[config.mk]
export PLATFORM = sky130hd
export DESIGN_NAME = melody_sequencer
export DESIGN_NICKNAME = d
export VERILOG_FILES = /design/src/rtl/melody_sequencer.sv
export SDC_FILE = /design/constraint.sdc
export NUM_CORES = 1
export LEC_CHECK = 0
export CAP_MARGIN = 30
export CORE_UTILIZATION = 53
export DETAILED_ROUTE_END_ITERATION = 16
export GPL_TIMING_DRIVEN = 0
export PLACE_DENSITY_LB_ADDON = 0.25
export SLEW_MARGIN = 20
export SYNTH_ARGS = -nofsm -noshare
export SYNTH_HDL_FRONTEND = slang
export SYNTH_SLANG_ARGS = --single-unit
export TNS_END_PERCENT = 30
[constraint.sdc]
create_clock -name clk_i -period 2.83 [get_ports clk_i]
set_input_delay 0.4245 -clock clk_i [delete_from_list [all_inputs] [get_ports clk_i]]
set_output_delay 0.4245 -clock clk_i [all_outputs]
set_load 0.05 [all_outputs]
[src/rtl/melody_sequencer.sv]
// rtl/melody_sequencer.sv - note-table melody player feeding a square-wave tone generator
// LOAD latches one table entry, PLAY holds it for len ticks, GAP adds a silent articulation.
module melody_sequencer #(
   parameter int BW          = 16,
   parameter int AW          = 5,
   parameter int LW          = 3,
   parameter int LEN         = 32,
   parameter int TICK_CYCLES = 1200000,
   parameter int GAP_CYCLES  = 120000
) (
   input  logic          clk_i,
   input  logic          rst_i,
   input  logic          start_i,
   input  logic          stop_i,
   input  logic          loop_i,
   input  logic [BW-1:0] rom_divider_i,
   input  logic [LW-1:0] rom_len_i,
   output logic [AW-1:0] note_index_o,
   output logic [BW-1:0] divider_o,
   output logic          playing_o,
   output logic          note_strobe_o,
   output logic          done_o
);

   localparam int CMAX = (TICK_CYCLES > GAP_CYCLES) ? TICK_CYCLES : GAP_CYCLES;
   localparam int CW   = (CMAX < 2) ? 1 : $clog2(CMAX);

   localparam logic [CW-1:0] TICK_LAST = CW'(TICK_CYCLES - 1);
   localparam logic [CW-1:0] GAP_LAST  = CW'((GAP_CYCLES > 0) ? GAP_CYCLES - 1 : 0);
   localparam logic [CW-1:0] CYC_ONE   = CW'(1);
   localparam logic [AW-1:0] LAST_IDX  = AW'(LEN - 1);
   localparam logic [AW-1:0] IDX_ONE   = AW'(1);
   localparam logic [LW:0]   LEN_ONE   = (LW+1)'(1);

   typedef enum logic [1:0] {S_IDLE, S_LOAD, S_PLAY, S_GAP} state_t;

   state_t        state_q, state_d;
   logic [AW-1:0] index_q, index_d;
   logic [BW-1:0] divider_q, divider_d;
   logic [LW:0]   len_q, len_d;
   logic [LW:0]   tick_q, tick_d;
   logic [CW-1:0] cyc_q, cyc_d;
   logic          playing_q, playing_d;
   logic          strobe_q, strobe_d;
   logic          done_q, done_d;
   logic          note_done;

   always_ff @(posedge clk_i or posedge rst_i) begin
      if (rst_i) begin
         state_q   <= S_IDLE;
         index_q   <= '0;
         divider_q <= '0;
         len_q     <= '0;
         tick_q    <= '0;
         cyc_q     <= '0;
         playing_q <= 1'b0;
         strobe_q  <= 1'b0;
         done_q    <= 1'b0;
      end else begin
         state_q   <= state_d;
         index_q   <= index_d;
         divider_q <= divider_d;
         len_q     <= len_d;
         tick_q    <= tick_d;
         cyc_q     <= cyc_d;
         playing_q <= playing_d;
         strobe_q  <= strobe_d;
         done_q    <= done_d;
      end
   end

   always_comb begin
      state_d   = state_q;
      index_d   = index_q;
      divider_d = '0;
      len_d     = len_q;
      tick_d    = tick_q;
      cyc_d     = cyc_q;
      strobe_d  = 1'b0;
      done_d    = 1'b0;
      note_done = 1'b0;

      case (state_q)
         S_IDLE: begin
            if (start_i && !stop_i) begin
               state_d = S_LOAD;
               index_d = '0;
            end
         end
         S_LOAD: begin
            state_d   = S_PLAY;
            divider_d = rom_divider_i;
            strobe_d  = 1'b1;
            len_d     = (rom_len_i == '0) ? LEN_ONE : {1'b0, rom_len_i};
            tick_d    = '0;
            cyc_d     = '0;
         end
         S_PLAY: begin
            divider_d = divider_q;
            if (cyc_q == TICK_LAST) begin
               cyc_d = '0;
               if (tick_q == len_q - LEN_ONE) begin
                  tick_d    = '0;
                  divider_d = '0;
                  if (GAP_CYCLES > 0) state_d = S_GAP;
                  else                note_done = 1'b1;
               end else begin
                  tick_d = tick_q + LEN_ONE;
               end
            end else begin
               cyc_d = cyc_q + CYC_ONE;
            end
         end
         S_GAP: begin
            if (cyc_q == GAP_LAST) begin
               cyc_d     = '0;
               note_done = 1'b1;
            end else begin
               cyc_d = cyc_q + CYC_ONE;
            end
         end
         default: state_d = S_IDLE;
      endcase

      // loop_i only matters at the end of the final entry
      if (note_done) begin
         if (index_q != LAST_IDX) begin
            index_d = index_q + IDX_ONE;
            state_d = S_LOAD;
         end else if (loop_i) begin
            index_d = '0;
            state_d = S_LOAD;
         end else begin
            index_d = '0;
            state_d = S_IDLE;
            done_d  = 1'b1;
         end
      end

      if (stop_i && state_q != S_IDLE) begin
         state_d   = S_IDLE;
         index_d   = '0;
         divider_d = '0;
         strobe_d  = 1'b0;
         done_d    = 1'b0;
         tick_d    = '0;
         cyc_d     = '0;
      end

      playing_d = (state_d != S_IDLE);
   end

   assign note_index_o  = index_q;
   assign divider_o     = divider_q;
   assign playing_o     = playing_q;
   assign note_strobe_o = strobe_q;
   assign done_o        = done_q;

endmodule

==> flow_metrics.py, run 1 <==
metrics = {
    "grt": {
        "grtUsageMet3": 0.04552,
        "grt_use_met1": 0.3380,
        "antenna_found_initial": 0,
        "grt_pass1_vias": 2179,
        "grt_use_met2": 0.4014,
        "grt-busiest-layer": "met2",
        "grtUsageTotal": 0.2497,
        "grt_max_degree": 55,
        "grt_pass1_wl_um": 10470,
        "globalRoute.totalOverflow": 0,
    },
    "setup_path": {
        "critPathKind": "flop to flop",
        "slowest_delay_ps": 610,
        "reg2reg_depth": 8,
        "cp.arrival_ps": 2980,
        "cp.required_ps": 3020,
        "cp_top_family": "simple AND/OR/NAND/NOR gates",
        "path_buf_inv": 3,
        "crit_slowest_cell": "or4b_1",
        "worst-path-stages": 8,
        "cp-end-kind": "flop",
        "cp-start-kind": "flop",
        "path_cells": "or4b_1, or4_1, buf_2, o21a_1, clkbuf_1, clkbuf_1, a31oi_1, o22ai_1",
        "crit_fanout": 10,
        "cp_common_cell": "clkbuf_1",
    },
    "cts": {
        "tritoncts": "yes",
        "cts_inserted_buffers": 5,
        "h-tree-depth": 2,
        "postCtsSetupBuffers": 0,
        "clk_path_buf_depth": 2,
        "cts-root-buf": "clkbuf_8",
        "clk_pin_slew_ps": 110,
        "clock_sinks": 54,
        "ctsHoldBuffers": 0,
        "cts_resized": 0,
        "clk_latency_ps": 320,
    },
    "floorplanning": {
        "core_um2": 5107,
        "die_area_um2": 5571,
        "die_height_um": 74.64,
        "rows": 26,
        "io_pins": 48,
        "die_width_um": 74.64,
        "initial_utilization": 0.5475,
    },
    "layout": {
        "final_area_um2": 3457,
        "drive_above_1_share": 0.06176,
        "fin_cells": 410,
        "synthToLayoutAreaGrowth_pct": 23.62,
        "n_antenna_cell": 0,
        "fin_nets": 368,
        "fillers": 436,
    },
    "placement": {
        "dp_cells": 402,
        "portBuffers": 47,
        "dpl-instance-area_um2": 3357,
        "dp_slack_ps": 8.463,
        "dp_hpwl_um": 4625,
        "place.gp.congestion": 0.8485,
    },
    "logic_synthesis": {
        "ys_async_sr_fraction": 1.000,
        "syn_area_um2": 2796,
        "syn_inst": 285,
        "synth_nets": 314,
        "netlist_top_cells_area": "dfrtp_1 (48%), a22o_1 (6.0%), nand3_1 (3.9%), nand2_1 (2.8%), o21ai_0 (2.5%)",
        "ys_types": 49,
        "seq_area_frac_synth": 0.4832,
        "syn_area_per_cell_um2": 9.812,
        "synth_edf_count": 0,
        "ys_ff_latch": 54,
        "yosys.area.top_type": "dfrtp_1",
        "synth_top_flop_cell": "dfrtp_1",
        "ys_warn_count": 0,
        "synth_top_area_frac": 0.4832,
    },
    "sta": {
        "timing.final.ws_setup_ps": 37.87,
        "fin_crit_ps": 2792,
        "finalSetupViolCount": 0,
        "hold_violations": 0,
        "fin_worst_skew_ps": 10.53,
        "clock.fmax_mhz": 358.2,
        "post-route-period-util": 0.9866,
        "worst_pin_slew_ps": 665.8,
        "finalMaxSlewViolations": 0,
        "grt_setup_unrepaired": "true",
        "slew_headroom": 0.5561,
        "worst_hold_slack_ps": 510.7,
    },
    "route": {
        "wl_per_cell_um": 16.09,
        "antenna_left": 0,
        "via_count": 2383,
        "drc": 0,
        "drt_first_iter_violations": 136,
        "wl_um": 6596,
        "drt-pass1-iter-count": 4,
        "viasPerCell": 5.812,
    },
    "run_status": {
        "status": "completed",
    },
    "power_and_ir_drop": {
        "power_w": 0.001595,
        "leakage_nw": 1.430,
        "power_density_nw_per_um2": 461.3,
        "ir_drop_mv": 0.3150,
    },
    "flow_run": {
        "maxCapViolCount": 0,
    },
    "hold_path": {
        "hold_depth": 1,
        "hold_path_class": "flop to flop",
    },
}
-- cell usage in the layout (no fill, tap or decap), drive strengths merged, types with 4 or more instances in the layout --
cell type | netlist | final
clkdlybuf4s50 | 0 | 47
o21ai | 14 | 14
or3 | 4 | 4
xor2 | 6 | 6
or4 | 4 | 4
nor2 | 10 | 10
nand4 | 10 | 10
a21oi | 9 | 9
and3 | 8 | 8
inv | 15 | 16
nand2b | 5 | 5
a22o | 19 | 19
o22ai | 4 | 4
nand3 | 22 | 22
a31oi | 6 | 6
nand2 | 21 | 21
nor3 | 5 | 5
mux2i | 4 | 4
ha | 5 | 5
and4 | 4 | 4
dfrtp | 54 | 54
nor2b | 4 | 4
clkbuf | 15 | 20
-- sequential cells by signal, summed over array words and instances, names as in the netlist --
name	count
cyc_q	21
divider_o	16
done_o	1
len_q	3
note_index_o	5
note_strobe_o	1
playing_o	1
state_q	2
tick_q	4
-- cells in the mapped netlist, types with 3 or more instances --
cell and count:
dfrtp_1 54, nand3_1 22, nand2_1 21, a22o_1 19
clkbuf_1 15, inv_1 15, o21ai_0 14, nand4_1 10
nor2_1 10, a21oi_1 9, and3_1 8, a31oi_1 6
xor2_1 6, ha_1 5, nand2b_1 5, nor3_1 5
and4_1 4, mux2i_1 4, nor2b_1 4, o22ai_1 4
or3_1 4, nor4bb_1 3, or2_2 3
-- final timing paths --
path	start	endpoint	slack, ps
hold / removal	divider_o[1]$_DFFE_PP0P_	divider_o[1]$_DFFE_PP0P_	510
hold reg to reg	divider_o[1]$_DFFE_PP0P_	divider_o[1]$_DFFE_PP0P_	510
min in group asynchronous	rst_i	divider_o[15]$_DFFE_PP0P_	540
setup / recovery	cyc_q[13]$_DFFE_PP0P_	cyc_q[18]$_DFFE_PP0P_	40
max in group asynchronous	rst_i	note_index_o[0]$_DFFE_PP0P_	1820
setup reg to reg	cyc_q[13]$_DFFE_PP0P_	cyc_q[18]$_DFFE_PP0P_	40
-- cells by family (layout without fill, tap and decap cells) --
kind of cell | count (synthesis) | after routing | share of synthesized area
AO/OA/AOI/OAI | 70 | 70 | 0.1776
XOR/XNOR | 8 | 8 | 0.02506
adder cells (fa/ha/maj) | 5 | 5 | 0.02237
buffers and inverters | 32 | 87 | 0.04608
flip-flops | 54 | 54 | 0.4832
multiplexers | 6 | 6 | 0.02237
AND/OR/NAND/NOR | 110 | 110 | 0.2233
-- final cells by class --
cell class | count | area [um2] | share of cell area
Buffer | 17 | 72.57 | 0.02099
Clock buffer | 5 | 68.82 | 0.01991
Clock inverter | 3 | 25.02 | 0.007238
Inverter | 15 | 58.81 | 0.01701
Multi-Input combinational cell | 199 | 1323 | 0.3826
Sequential cell | 54 | 1351 | 0.3909
Tap cell | 70 | 87.58 | 0.02533
Timing Repair Buffer | 47 | 470.5 | 0.1361
-- per-stage QoR --
stage / util / TNS, ps
final: 0.6769 / 0
after detailed placement: 0.6573 / 0
after global placement: 0.6568 / 0
after floorplan: - / 0
after global routing: 0.6769 / -564.2
after CTS: 0.6756 / 0
-- power by group --
| group | switching [W] | internal [W] | total, W |
|---|---|---|---|
| sequential | 0.0000344 | 0.000808 | 0.000842 |
| combinational | 0.000182 | 0.000124 | 0.000305 |
| clock | 0.000268 | 0.000179 | 0.000447 |
-- worst reg2reg max path, stage by stage, from the launching register on --
cell      delay (ps)
dfrtp_1          440
or4b_1           610
or4_1            410
buf_2            180
o21a_1           180
clkbuf_1         190
clkbuf_1         280
a31oi_1          240
o22ai_1          140
-- routing by layer --
| metal | part of all wire | wire length (um) |
|---|---|---|
| met1 | 0.46 | 3008 |
| met2 | 0.48 | 3188 |
| met3 | 0.041 | 272 |
| met4 | 0.019 | 127 |
| met5 | 0 | 0 |
Note: power is estimated with default switching activity, not from simulation.
==> run 2, diff against run 1 <==
--- a/config.mk
+++ b/config.mk
@@ -6,11 +6,10 @@
 export NUM_CORES = 1
 export LEC_CHECK = 0
 export CAP_MARGIN = 30
-export CORE_UTILIZATION = 53
+export CORE_UTILIZATION = 46
 export DETAILED_ROUTE_END_ITERATION = 16
 export GPL_TIMING_DRIVEN = 0
 export PLACE_DENSITY_LB_ADDON = 0.25
-export SLEW_MARGIN = 20
 export SYNTH_ARGS = -nofsm -noshare
 export SYNTH_HDL_FRONTEND = slang
 export SYNTH_SLANG_ARGS = --single-unit
==> flow_metrics.py, run 2 (same netlist as run 1, synthesis figures left out) <==
metrics = {
    "run_status": {
        "status": "completed",
    },
    "sta": {
        "tns_ps": 0,
        "fin_worst_skew_ps": 6.911,
        "post-route-period-util": 0.9701,
        "slew_headroom": 0.6034,
        "grt_setup_unrepaired": "true",
        "hold_violations": 0,
        "finalSetupViolCount": 0,
        "worst_pin_slew_ps": 592.7,
        "finalMaxSlewViolations": 0,
        "fin_crit_ps": 2745,
        "clock.fmax_mhz": 364.2,
    },
    "layout": {
        "drive_above_1_share": 0.06452,
        "fin_nets": 369,
        "layout_commonest_cell": "dfrtp_1",
        "synthToLayoutAreaGrowth_pct": 25.01,
        "fillers": 524,
        "largest-register": "cyc_q",
        "final_cell_mix": "dfrtp_1 (54), clkdlybuf4s50_1 (47), nand3_1 (22)",
        "fin_cells": 416,
        "largest_reg_flops": 21,
        "n_antenna_cell": 0,
    },
    "floorplanning": {
        "die_area_um2": 6395,
        "rows": 28,
        "core_um2": 5886,
        "initial_utilization": 0.4751,
        "die_width_um": 79.97,
        "io_pins": 48,
        "die_height_um": 79.97,
    },
    "setup_path": {
        "crit_fanout": 10,
        "path_cells": "or4b_1, or4_1, buf_2, o21a_1, clkbuf_1, clkbuf_1, nand4_1, o311ai_0",
        "cp_common_cell": "clkbuf_1",
        "cp.required_ps": 3000,
        "slowest_delay_ps": 610,
        "reg2reg_depth": 8,
        "cp-start-kind": "flop",
        "r2r-end": "cyc_q[17]$_DFFE_PP0P_",
        "rr_startpoint": "cyc_q[13]$_DFFE_PP0P_",
        "crit_slowest_cell": "or4b_1",
        "critPathKind": "flop to flop",
        "r2r_slack_ps": 80,
        "path_buf_inv": 3,
        "cp-end-kind": "flop",
        "cp_top_family": "simple AND/OR/NAND/NOR gates",
        "cp.arrival_ps": 2910,
    },
    "route": {
        "via_count": 2413,
        "drt-pass1-iter-count": 4,
        "wl_um": 6603,
        "viasPerCell": 5.800,
        "antenna_left": 0,
        "wl_per_cell_um": 15.87,
        "drt_first_iter_violations": 119,
        "drc": 0,
    },
    "power_and_ir_drop": {
        "leakage_nw": 1.453,
        "power_density_nw_per_um2": 475.9,
        "ir_drop_mv": 0.4206,
    },
    "placement": {
        "dp_hpwl_um": 4717,
        "portBuffers": 47,
        "place.gp.congestion": 0.8623,
        "dp_cells": 408,
    },
    "cts": {
        "clk_path_buf_depth": 2,
        "clk_pin_slew_ps": 90,
        "clock_sinks": 54,
        "cts_resized": 0,
        "clk_latency_ps": 310,
        "h-tree-depth": 2,
        "ctsHoldBuffers": 0,
        "postCtsSetupBuffers": 0,
        "cts-root-buf": "clkbuf_8",
        "cts_inserted_buffers": 5,
        "tritoncts": "yes",
    },
    "flow_run": {
        "maxCapViolCount": 0,
    },
    "hold_path": {
        "hold_path_class": "input pin to async pin",
    },
    "grt": {
        "globalRoute.totalOverflow": 0,
        "antenna_found_initial": 0,
        "grt_pass1_vias": 2277,
        "grt_max_degree": 30,
        "grtUsageTotal": 0.2197,
        "grt_pass1_wl_um": 10900,
    },
}
run 2: changes by cell type in the layout (fill, tap and decap cells not counted):
cell / change
buf_12: +1
inv_4: -1
clkinv_4: -1
inv_6: -1
clkinvlp_4: -1
inv_2: +1
clkinv_2: +2
bufinv_16: +1
run 2: power by group:
part / switching [W] / internal, W / total, W / leakage (nW)
sequential: 0.0000344 / 0.000808 / 0.000842 / 0.738
combinational: 0.000183 / 0.000127 / 0.000310 / 0.656
clock: 0.000251 / 0.000261 / 0.000511 / 0.0579
total: 0.000468 / 0.00120 / 0.00166 / 1.45
run 2: worst max-delay path by stage:
stage | startpoint | endpoint | slack [ps] | cells past startpoint
after global placement | rst_i | tick_q[2]$_DFFE_PP0P_ | 40 | 2
after detailed placement | stop_i | divider_o[10]$_DFFE_PP0P_ | 20 | 6
final | cyc_q[13]$_DFFE_PP0P_ | cyc_q[17]$_DFFE_PP0P_ | 80 | 8
after floorplan | cyc_q[13]$_DFFE_PP0P_ | cyc_q[9]$_DFFE_PP0P_ | 320 | 7
after CTS | cyc_q[0]$_DFFE_PP0P_ | divider_o[10]$_DFFE_PP0P_ | 80 | 8
after global routing | cyc_q[13]$_DFFE_PP0P_ | cyc_q[17]$_DFFE_PP0P_ | -10 | 6
run 2: area by class of cell:
class	count	area (um2)	share of cell area
clock buffers	5	68.82	0.01969
multi-input cells	199	1323	0.3783
flip-flops and latches	54	1351	0.3865
repair buffers	48	490.5	0.1403
plain buffers	17	72.57	0.02076
well taps	75	93.84	0.02684
inverters	15	56.30	0.01611
clock inverters	3	40.04	0.01145
run 2: per-stage QoR:
| stage | hold slack, ps | util | total power (W) | area [um2] | setup WS (ps) |
|---|---|---|---|---|---|
| 2_1_floorplan | 485.3 | - | 0.001052 | 2796 | 320.0 |
| 3_3_place_gp | 487.9 | 0.5710 | 0.001153 | 3361 | 35.80 |
| 3_5_place_dp | 490.6 | 0.5744 | 0.001167 | 3381 | 23.93 |
| 4_1_cts | 507.9 | 0.5929 | 0.001681 | 3490 | 78.01 |
| 5_1_grt | 531.8 | 0.5940 | 0.001739 | 3496 | -12.71 |
| 6_report | 508.1 | 0.5940 | 0.001664 | 3496 | 84.54 |
run 2: metal layers:
metal  global-route usage  part of all wire  up-vias
li1                     -                 -     1176
met5                    0                 0        -
met2               0.3632              0.49       60
met3              0.04229             0.034        9
met4              0.05536             0.013        0
met1               0.2952              0.46     1168
==> run 3, diff against run 2 <==
--- a/config.mk
+++ b/config.mk
@@ -6,8 +6,10 @@
 export NUM_CORES = 1
 export LEC_CHECK = 0
 export CAP_MARGIN = 30
+export CORE_MARGIN = 1
 export CORE_UTILIZATION = 46
 export DETAILED_ROUTE_END_ITERATION = 16
+export GPL_ROUTABILITY_DRIVEN = 0
 export GPL_TIMING_DRIVEN = 0
 export PLACE_DENSITY_LB_ADDON = 0.25
 export SYNTH_ARGS = -nofsm -noshare
==> results of run 3 <==
No change in the layout: final DEF, timing and power equal those of run 2.
